**src/rtl/xt_hb_arbiter_pkg.sv**
```systemverilog
// Shared types for the XT_HB bus: strobe and slave bundles plus the arbiter FSM encoding.
package xt_hb_arbiter_pkg;

    localparam int HB_ARB_MAX_MASTERS = 8;

    typedef enum logic {HB_ARB_IDLE, HB_ARB_XFER} hb_arb_state_e;

    typedef struct packed {
        logic ren;
        logic wen;
    } sel_t;

    typedef struct packed {
        logic [31:0] addr;
        logic [31:0] wdata;
    } hb_slave_t;

endpackage

```
**src/rtl/xt_hb_arbiter_rr_picker.sv**
```systemverilog
// Combinational round-robin picker: first requester at or after ptr, wrapping.
module xt_rr_picker #(
    parameter int N = 2,
    localparam int IW = (N > 1) ? $clog2(N) : 1
) (
    input  logic [N-1:0]  req,
    input  logic [IW-1:0] ptr,
    output logic [N-1:0]  grant,
    output logic [IW-1:0] idx,
    output logic          valid
);

    localparam logic [2*N-1:0] ONE = 1;

    logic [N-1:0]   mask;
    logic [2*N-1:0] dbl_req;
    logic [2*N-1:0] dbl_gnt;

    // Lower half holds only requesters at/after ptr; upper half supplies the wrap-around.
    always_comb begin
        mask = '0;
        for (int i = 0; i < N; i++) begin
            mask[i] = (i >= int'(ptr));
        end
        dbl_req = {req, req & mask};
        dbl_gnt = dbl_req & ~(dbl_req - ONE);
        grant   = dbl_gnt[N-1:0] | dbl_gnt[2*N-1:N];
        idx     = '0;
        for (int i = 0; i < N; i++) begin
            if (grant[i]) idx = IW'(i);
        end
    end

    assign valid = |req;

endmodule

```
**src/rtl/xt_hb_arbiter.sv**
```systemverilog
// Round-robin arbiter sharing the XT_HB slave domain among MASTER_NUM masters, one transaction at a time.
module xt_hb_arbiter
    import xt_hb_arbiter_pkg::*;
#(
    parameter int MASTER_NUM = 2,
    parameter int TIMEOUT    = 15
) (
    input  logic                       hb_clk,
    input  logic                       hb_rst_n,
    input  sel_t      [MASTER_NUM-1:0] m_sel,
    input  hb_slave_t [MASTER_NUM-1:0] m_hb,
    output logic      [MASTER_NUM-1:0] m_grant,
    output logic      [MASTER_NUM-1:0] m_rdone,
    output logic      [MASTER_NUM-1:0] m_wdone,
    output logic      [MASTER_NUM-1:0] m_err,
    output logic      [31:0]           m_rdata,
    input  logic                       read_finish,
    input  logic                       write_finish,
    input  logic      [31:0]           rdata,
    output hb_slave_t                  xt_hb,
    output sel_t                       sel,
    output hb_arb_state_e              dbg_state
);

    // Handshake: a master raises ren/wen with m_hb stable and holds it until its
    // m_rdone/m_wdone/m_err pulse; a request seen in the pulse cycle is a new request.

    localparam int IW = $clog2(MASTER_NUM);
    localparam int TW = $clog2(TIMEOUT + 1);
    localparam logic [TW-1:0] TMAX = TW'(TIMEOUT);

    if (MASTER_NUM < 2 || MASTER_NUM > HB_ARB_MAX_MASTERS) begin : g_bad_masters
        $error("xt_hb_arbiter: MASTER_NUM out of range");
    end
    if (TIMEOUT < 1 || TIMEOUT > 255) begin : g_bad_timeout
        $error("xt_hb_arbiter: TIMEOUT out of range");
    end

    hb_arb_state_e           state, state_n;
    logic [IW-1:0]           ptr, ptr_n, owner, owner_n, next_ptr;
    logic [MASTER_NUM-1:0]   grant_q, grant_n, rdone_n, wdone_n, err_n;
    logic [MASTER_NUM-1:0]   rdone_q, wdone_q, err_q, req;
    logic                    op_r, op_r_n, op_w, op_w_n;
    logic                    need_r, need_r_n, need_w, need_w_n;
    logic [TW-1:0]           tcnt, tcnt_n;
    logic [31:0]             rdata_q, rdata_n;
    logic [MASTER_NUM-1:0]   pick_grant;
    logic [IW-1:0]           pick_idx;
    logic                    pick_valid;

    always_comb begin
        for (int i = 0; i < MASTER_NUM; i++) begin
            req[i] = m_sel[i].ren | m_sel[i].wen;
        end
    end

    xt_rr_picker #(.N(MASTER_NUM)) u_picker (
        .req   (req),
        .ptr   (ptr),
        .grant (pick_grant),
        .idx   (pick_idx),
        .valid (pick_valid)
    );

    assign next_ptr = (owner == IW'(MASTER_NUM - 1)) ? '0 : owner + IW'(1);

    always_comb begin
        state_n  = state;
        ptr_n    = ptr;
        owner_n  = owner;
        grant_n  = grant_q;
        op_r_n   = op_r;
        op_w_n   = op_w;
        need_r_n = need_r;
        need_w_n = need_w;
        tcnt_n   = tcnt;
        rdata_n  = rdata_q;
        rdone_n  = '0;
        wdone_n  = '0;
        err_n    = '0;
        sel      = '0;
        xt_hb    = '0;
        case (state)
            HB_ARB_IDLE: begin
                if (pick_valid) begin
                    state_n  = HB_ARB_XFER;
                    owner_n  = pick_idx;
                    grant_n  = pick_grant;
                    op_r_n   = m_sel[pick_idx].ren;
                    op_w_n   = m_sel[pick_idx].wen;
                    need_r_n = m_sel[pick_idx].ren;
                    need_w_n = m_sel[pick_idx].wen;
                    tcnt_n   = '0;
                end
            end
            HB_ARB_XFER: begin
                xt_hb   = m_hb[owner];
                // Dropping ren as soon as read_finish shows lets the domain's flag self-clear.
                sel.ren = need_r & ~read_finish;
                sel.wen = need_w;
                if (need_r && read_finish) begin
                    rdata_n  = rdata;
                    need_r_n = 1'b0;
                end
                if (need_w && write_finish) begin
                    need_w_n = 1'b0;
                end
                if (tcnt != TMAX) tcnt_n = tcnt + TW'(1);
                if (!need_r_n && !need_w_n) begin
                    state_n        = HB_ARB_IDLE;
                    grant_n        = '0;
                    ptr_n          = next_ptr;
                    rdone_n[owner] = op_r;
                    wdone_n[owner] = op_w;
                end else if (tcnt == TMAX) begin
                    state_n      = HB_ARB_IDLE;
                    grant_n      = '0;
                    ptr_n        = next_ptr;
                    need_r_n     = 1'b0;
                    need_w_n     = 1'b0;
                    err_n[owner] = 1'b1;
                end
            end
            default: state_n = HB_ARB_IDLE;
        endcase
    end

    always_ff @(posedge hb_clk or negedge hb_rst_n) begin
        if (!hb_rst_n) begin
            state   <= HB_ARB_IDLE;
            ptr     <= '0;
            owner   <= '0;
            grant_q <= '0;
            op_r    <= 1'b0;
            op_w    <= 1'b0;
            need_r  <= 1'b0;
            need_w  <= 1'b0;
            tcnt    <= '0;
            rdata_q <= '0;
            rdone_q <= '0;
            wdone_q <= '0;
            err_q   <= '0;
        end else begin
            state   <= state_n;
            ptr     <= ptr_n;
            owner   <= owner_n;
            grant_q <= grant_n;
            op_r    <= op_r_n;
            op_w    <= op_w_n;
            need_r  <= need_r_n;
            need_w  <= need_w_n;
            tcnt    <= tcnt_n;
            rdata_q <= rdata_n;
            rdone_q <= rdone_n;
            wdone_q <= wdone_n;
            err_q   <= err_n;
        end
    end

    assign m_grant   = grant_q;
    assign m_rdone   = rdone_q;
    assign m_wdone   = wdone_q;
    assign m_err     = err_q;
    assign m_rdata   = rdata_q;
    assign dbg_state = state;

endmodule

```
**config.mk**
```make
export PLATFORM = sky130hd
export DESIGN_NAME = xt_hb_arbiter
export DESIGN_NICKNAME = d
export VERILOG_FILES = /design/src/rtl/xt_hb_arbiter_pkg.sv /design/src/rtl/xt_hb_arbiter_rr_picker.sv /design/src/rtl/xt_hb_arbiter.sv
export SDC_FILE = /design/constraint.sdc
export NUM_CORES = 1
export LEC_CHECK = 0
export CAP_MARGIN = 15
export CELL_PAD_IN_SITES_DETAIL_PLACEMENT = 1
export CELL_PAD_IN_SITES_GLOBAL_PLACEMENT = 1
export CORE_MARGIN = 2
export CORE_UTILIZATION = 23
export DETAILED_ROUTE_END_ITERATION = 16
export PLACE_DENSITY_LB_ADDON = 0.1
export SYNTH_ARGS = -nofsm -noshare
export SYNTH_HDL_FRONTEND = slang
export SYNTH_SLANG_ARGS = --single-unit
```
**constraint.sdc**
```tcl
create_clock -name hb_clk -period 2.2 [get_ports hb_clk]
set_clock_uncertainty 0.05 [all_clocks]
set_input_delay 0.44 -clock hb_clk [delete_from_list [all_inputs] [get_ports hb_clk]]
set_output_delay 0.44 -clock hb_clk [all_outputs]
set_load 0.01 [all_outputs]
```
After elaboration in Yosys (flattened, before gate mapping)

Index checks and enable logic that the tools add are counted.

Flip-flop bits (word level): 51
Input port bits: 168
Output and inout port bits: 107
Word-level logic and storage cells: 91

Add/subtract/negate cells: 3
$lt $le $gt $ge: 4
Eq/ne operators: 5
Muxes and demuxes: 42
Bitwise logic cells: 11
Reductions and logical operators: 13

Operator list:

| cell                                                   | number |
|---|---|
| two-way mux 64 bit                                     | 3 |
| two-way mux 2 bit                                      | 13 |
| two-way mux 1 bit                                      | 18 |
| AND reduction 2 bit                                    | 5 |
| two-way mux 4 bit                                      | 2 |
| one-hot mux 4 bit (2 select lines)                     | 1 |
| bitwise AND 2 bit                                      | 3 |
| one-hot mux 1 bit (2 select lines)                     | 3 |
| adder 4 x 1 -> 4 bit (second input constant)           | 1 |
| bitwise AND 4 bit                                      | 1 |
| == test 4 bit (second input constant)                  | 1 |
| logical AND 1 bit                                      | 4 |
| < comparator 1 x 2 -> 1 bit (second input constant)    | 2 |
| inequality test 4 bit (second input constant)          | 1 |
| inverter 4 bit                                         | 1 |
| one-hot mux 2 bit (2 select lines)                     | 1 |
| subtractor 4 x 1 -> 4 bit (second input constant)      | 1 |
| inequality test 3 x 1 -> 1 bit (second input constant) | 1 |
| logical NOT 1 bit                                      | 2 |
| inequality test 2 x 1 -> 1 bit (second input constant) | 1 |
| inequality test 2 bit (second input constant)          | 1 |
| inverter 1 bit                                         | 2 |
| OR 1 bit                                               | 2 |
| OR 2 bit                                               | 1 |
| other kinds (7)                                        | 7 |

Logic depth before layout (Yosys ltp)

Depth after elaboration: 11
Depth in mapped cells: 5
Mapped depth without buffers: 5

Modules after synthesis

Synthesis repeated with hierarchy kept, for this count alone.

Cell total of the unflattened synthesis: 300
Area total of the unflattened synthesis: 3216.8 sq um

Modules (own cells, without submodules):

| module        | times used | cells each | area each (sq um) | seq. area each (sq um) |
|---|---|---|---|---|
| xt_hb_arbiter | 1          | 295        | 3184.3            | 1276.2 |
| xt_rr_picker  | 1          | 5          | 32.5              | 0.0 |

Worst setup path after synthesis

OpenSTA, ideal clock, no wires.

Path kind: reg2out
Start point: register state (netlist: dbg_state)
End point: output xt_hb[13] in the netlist's numbering
Arrival time: 1.240 ns
Required time: 1.710 ns
Slack: 0.470 ns
Cell stages (with the launch flop): 5
Path buffers: 2
Cell sequence: dfrtp_1 -> inv_2 -> clkbuf_1 -> buf_1 -> nor2_1

RTL lines:

| what                   | RTL line             | source |
|---|---|---|
| from (decl)            | xt_hb_arbiter.sv:39  | `hb_arb_state_e state, state_n;` |
| from (signal assigned) | xt_hb_arbiter.sv:144 | `state <= state_n;` |
| to (decl)              | xt_hb_arbiter.sv:20  | `output hb_slave_t xt_hb,` |

==> results.ini <==
[global_routing]
grt_max_degree=40
grt_pass1_wl_um=20400
antenna_found_initial=0
grt_usage_pct=18.8
grt_overflow_total=0
grt_pass1_vias=3765

[pwr]
seq_power_share_pct=23.9
power.density_nw_per_um2=1140
power_frac_comb_pct=64.7
switchingPower_mw=2.74
p_leak_nw=2.83
p_int_mw=4.27
p_sw_share_pct=39.0
ir_drop_v=0.000436
p_clk_share_pct=11.5
finalPower_mw=7.01

[synth]
ys_types=32
postSynthAreaPerCell_um2=10.3
syn_nets=460
ys_warn_count=0
yosysSeqAreaShare_pct=42.7
postSynthCellCount=291
ys.flop_type=dfrtp_1
async_flop_share_pct=100
ys_ff_latch=51
synth_area_um2=2990
synth-edff-count=0

[finish]
diodes=0
final_core_utilization_pct=48.5
finish.instance_area_um2=6140
stdcell_count=749
nets=745
drive_above_1_share_pct=14.7
syn2layout_area_growth_pct=105

[timing]
final-setup-viol-count=0
worstMarginPinSlew_ns=0.582
fmax_ghz=0.461
relSlewSlack_pct=61.2
whs_ns=0.0894
final-hold-violation-count=0
setup_ws_ns=0.0301
drv_slew=0
fin_tns_setup_ns=0
period_minus_slack_ns=2.17
finalCritPeriodShare_pct=98.6

[floorplan]
die_h_um=118
coreArea_um2=12700
io_pins=275
rows=41
fp.dieW_um=118
start_util_pct=23.6
die_area_um2=13900

[drt]
vias_per_cell=4.49
wl_per_cell_um=17.7
wirelength_um=13300
detail-route-antenna-nets=0
drc=0
drtIter0Drc=80
dr.pass1.iters=6
vias=3364

[job]
drv_cap=0

[cts]
clock-root-buffer=clkbuf_16
cts.sinks=51
postCtsHoldBufs=0
clk_path_buf_depth=2
path_clk_slew_ns=0.08
cts_tree=yes
insertion_delay_ns=0.30
cts_made_buffers=5
htree_levels=2

[placed_design]
post_dp_cell_area_um2=6050
dpl.cell_count=737
globalplace.congestion=0.743
place_ws_ns=0.0181
portBuffers=274
dp.final_hpwl_um=11100

[hold_path]
hold_path.class=in -> async

[worst_setup_path]
endpoint_kind=output pin
crit_required_ns=1.71
path_cells=clkdlybuf4s50_1 -> nor2b_2 -> and2_1 -> clkdlybuf4s50_1
critPathMaxFanout=2
arrival_ns=1.68
critPathLaunchType=input port
path_delay_family=buffers and inverters
critPathMaxStageDelay_ns=0.52
cpMostUsedCell=clkdlybuf4s50_1
path_class=in -> out
cp_slowest_cell=clkdlybuf4s50_1
cp_num_buf_inv=2

[outcome]
status=complete, no violations

-- layout by cell type, fill, tap and decap left out, types with 6 or more instances in the layout --
cell type          n
nor2_1            70
clkbuf_2           7
clkdlybuf4s50_1  209
mux2_2            32
nand2_1            6
nand3_1            6
buf_4             20
dfrtp_1           50
mux2i_1           63
dlygate4sd2_1     56
-- routing by layer --
metal | track usage [%] | routed length [µm] | share of wire [%]
met5 | 0 | 0 | 0
met2 | 34.8 | 6930 | 52
met3 | 7.70 | 1260 | 9.5
met1 | 19.3 | 4770 | 36
met4 | 5.72 | 308 | 2.3
-- synthesized netlist by cell type, types with 2 or more instances --
| master | instances | area, µm² |
|---|---|---|
| and2_1 | 2 | 12.5 |
| a21o_2 | 3 | 26.3 |
| nand3_1 | 6 | 30.0 |
| o21ai_0 | 5 | 25.0 |
| and4_1 | 2 | 17.5 |
| buf_2 | 9 | 45.0 |
| inv_1 | 2 | 7.51 |
| dfrtp_1 | 51 | 1280 |
| nor3_1 | 3 | 15.0 |
| mux2_2 | 32 | 360 |
| nand2_1 | 6 | 22.5 |
| a21oi_1 | 4 | 20.0 |
| mux2i_1 | 65 | 651 |
| buf_1 | 4 | 15.0 |
| nor2_1 | 70 | 263 |
| a311o_1 | 2 | 20.0 |
| and3_1 | 5 | 31.3 |
| clkbuf_1 | 6 | 22.5 |
-- worst register-to-register path, cell delays in order (launching register included) --
cell     delay [ns]
dfrtp_1        0.41
nor2b_2        0.17
buf_4          0.12
buf_4          0.12
a21oi_1        0.17
o21ai_0        0.25
a32o_1         0.33
-- layout make-up --
type	instances	area [µm²]
Sequential cell	51	1280
Timing Repair Buffer	298	2860
Multi-Input combinational cell	217	1620
Fill cell	1451	6530
Tap cell	172	215
Inverter	3	11.3
Clock buffer	5	125
Clock inverter	3	28.8
-- registers in the layout (all words and copies together) (netlist names), 2 cells and up --
register and flops:
m_grant 2, m_rdata 32, tcnt 4, m_err 2, m_wdone 2, m_rdone 2
-- timing repair --
item,4_1_cts,5_1_grt
endpoints found under the setup margin,63,11
setup buffers,3,1
gates resized for setup,72,11
-- logic make-up after synthesis --
logic type / after synthesis / synth area share (%)
AOI/OAI and AO/OA: 19 / 4.86
adders and majority gates: 1 / 0.419
buffers and inverters: 23 / 3.52
DFF: 51 / 42.7
muxes: 97 / 33.8
and+or+nand+nor: 100 / 14.7
-- power groups by stage --
stage | logic [mW] | registers [mW] | clock network (mW)
3_5_place_dp | 4.90 | 1.71 | 0
5_1_grt | 4.89 | 1.74 | 0.865
2_1_floorplan | 2.05 | 1.79 | 0
6_report | 4.53 | 1.68 | 0.803
4_1_cts | 4.64 | 1.68 | 0.824
3_3_place_gp | 4.83 | 1.67 | 0
-- worst paths after layout --
kind | from | to | slack [ns] | cells after the start
min in group hb_clk | m_rdata[25] | m_rdata[25] | 0.45 | 1
hold reg to reg | m_rdata[25] | m_rdata[25] | 0.45 | 1
setup / recovery | read_finish | sel[1] | 0.03 | 4
setup reg to reg | need_r | m_grant[0] | 0.47 | 6
hold / removal | hb_rst_n | need_r | 0.09 | 1
max in group asynchronous | hb_rst_n | m_rdata[1] | 1.38 | 2
(Power assumes the default switching activity.)
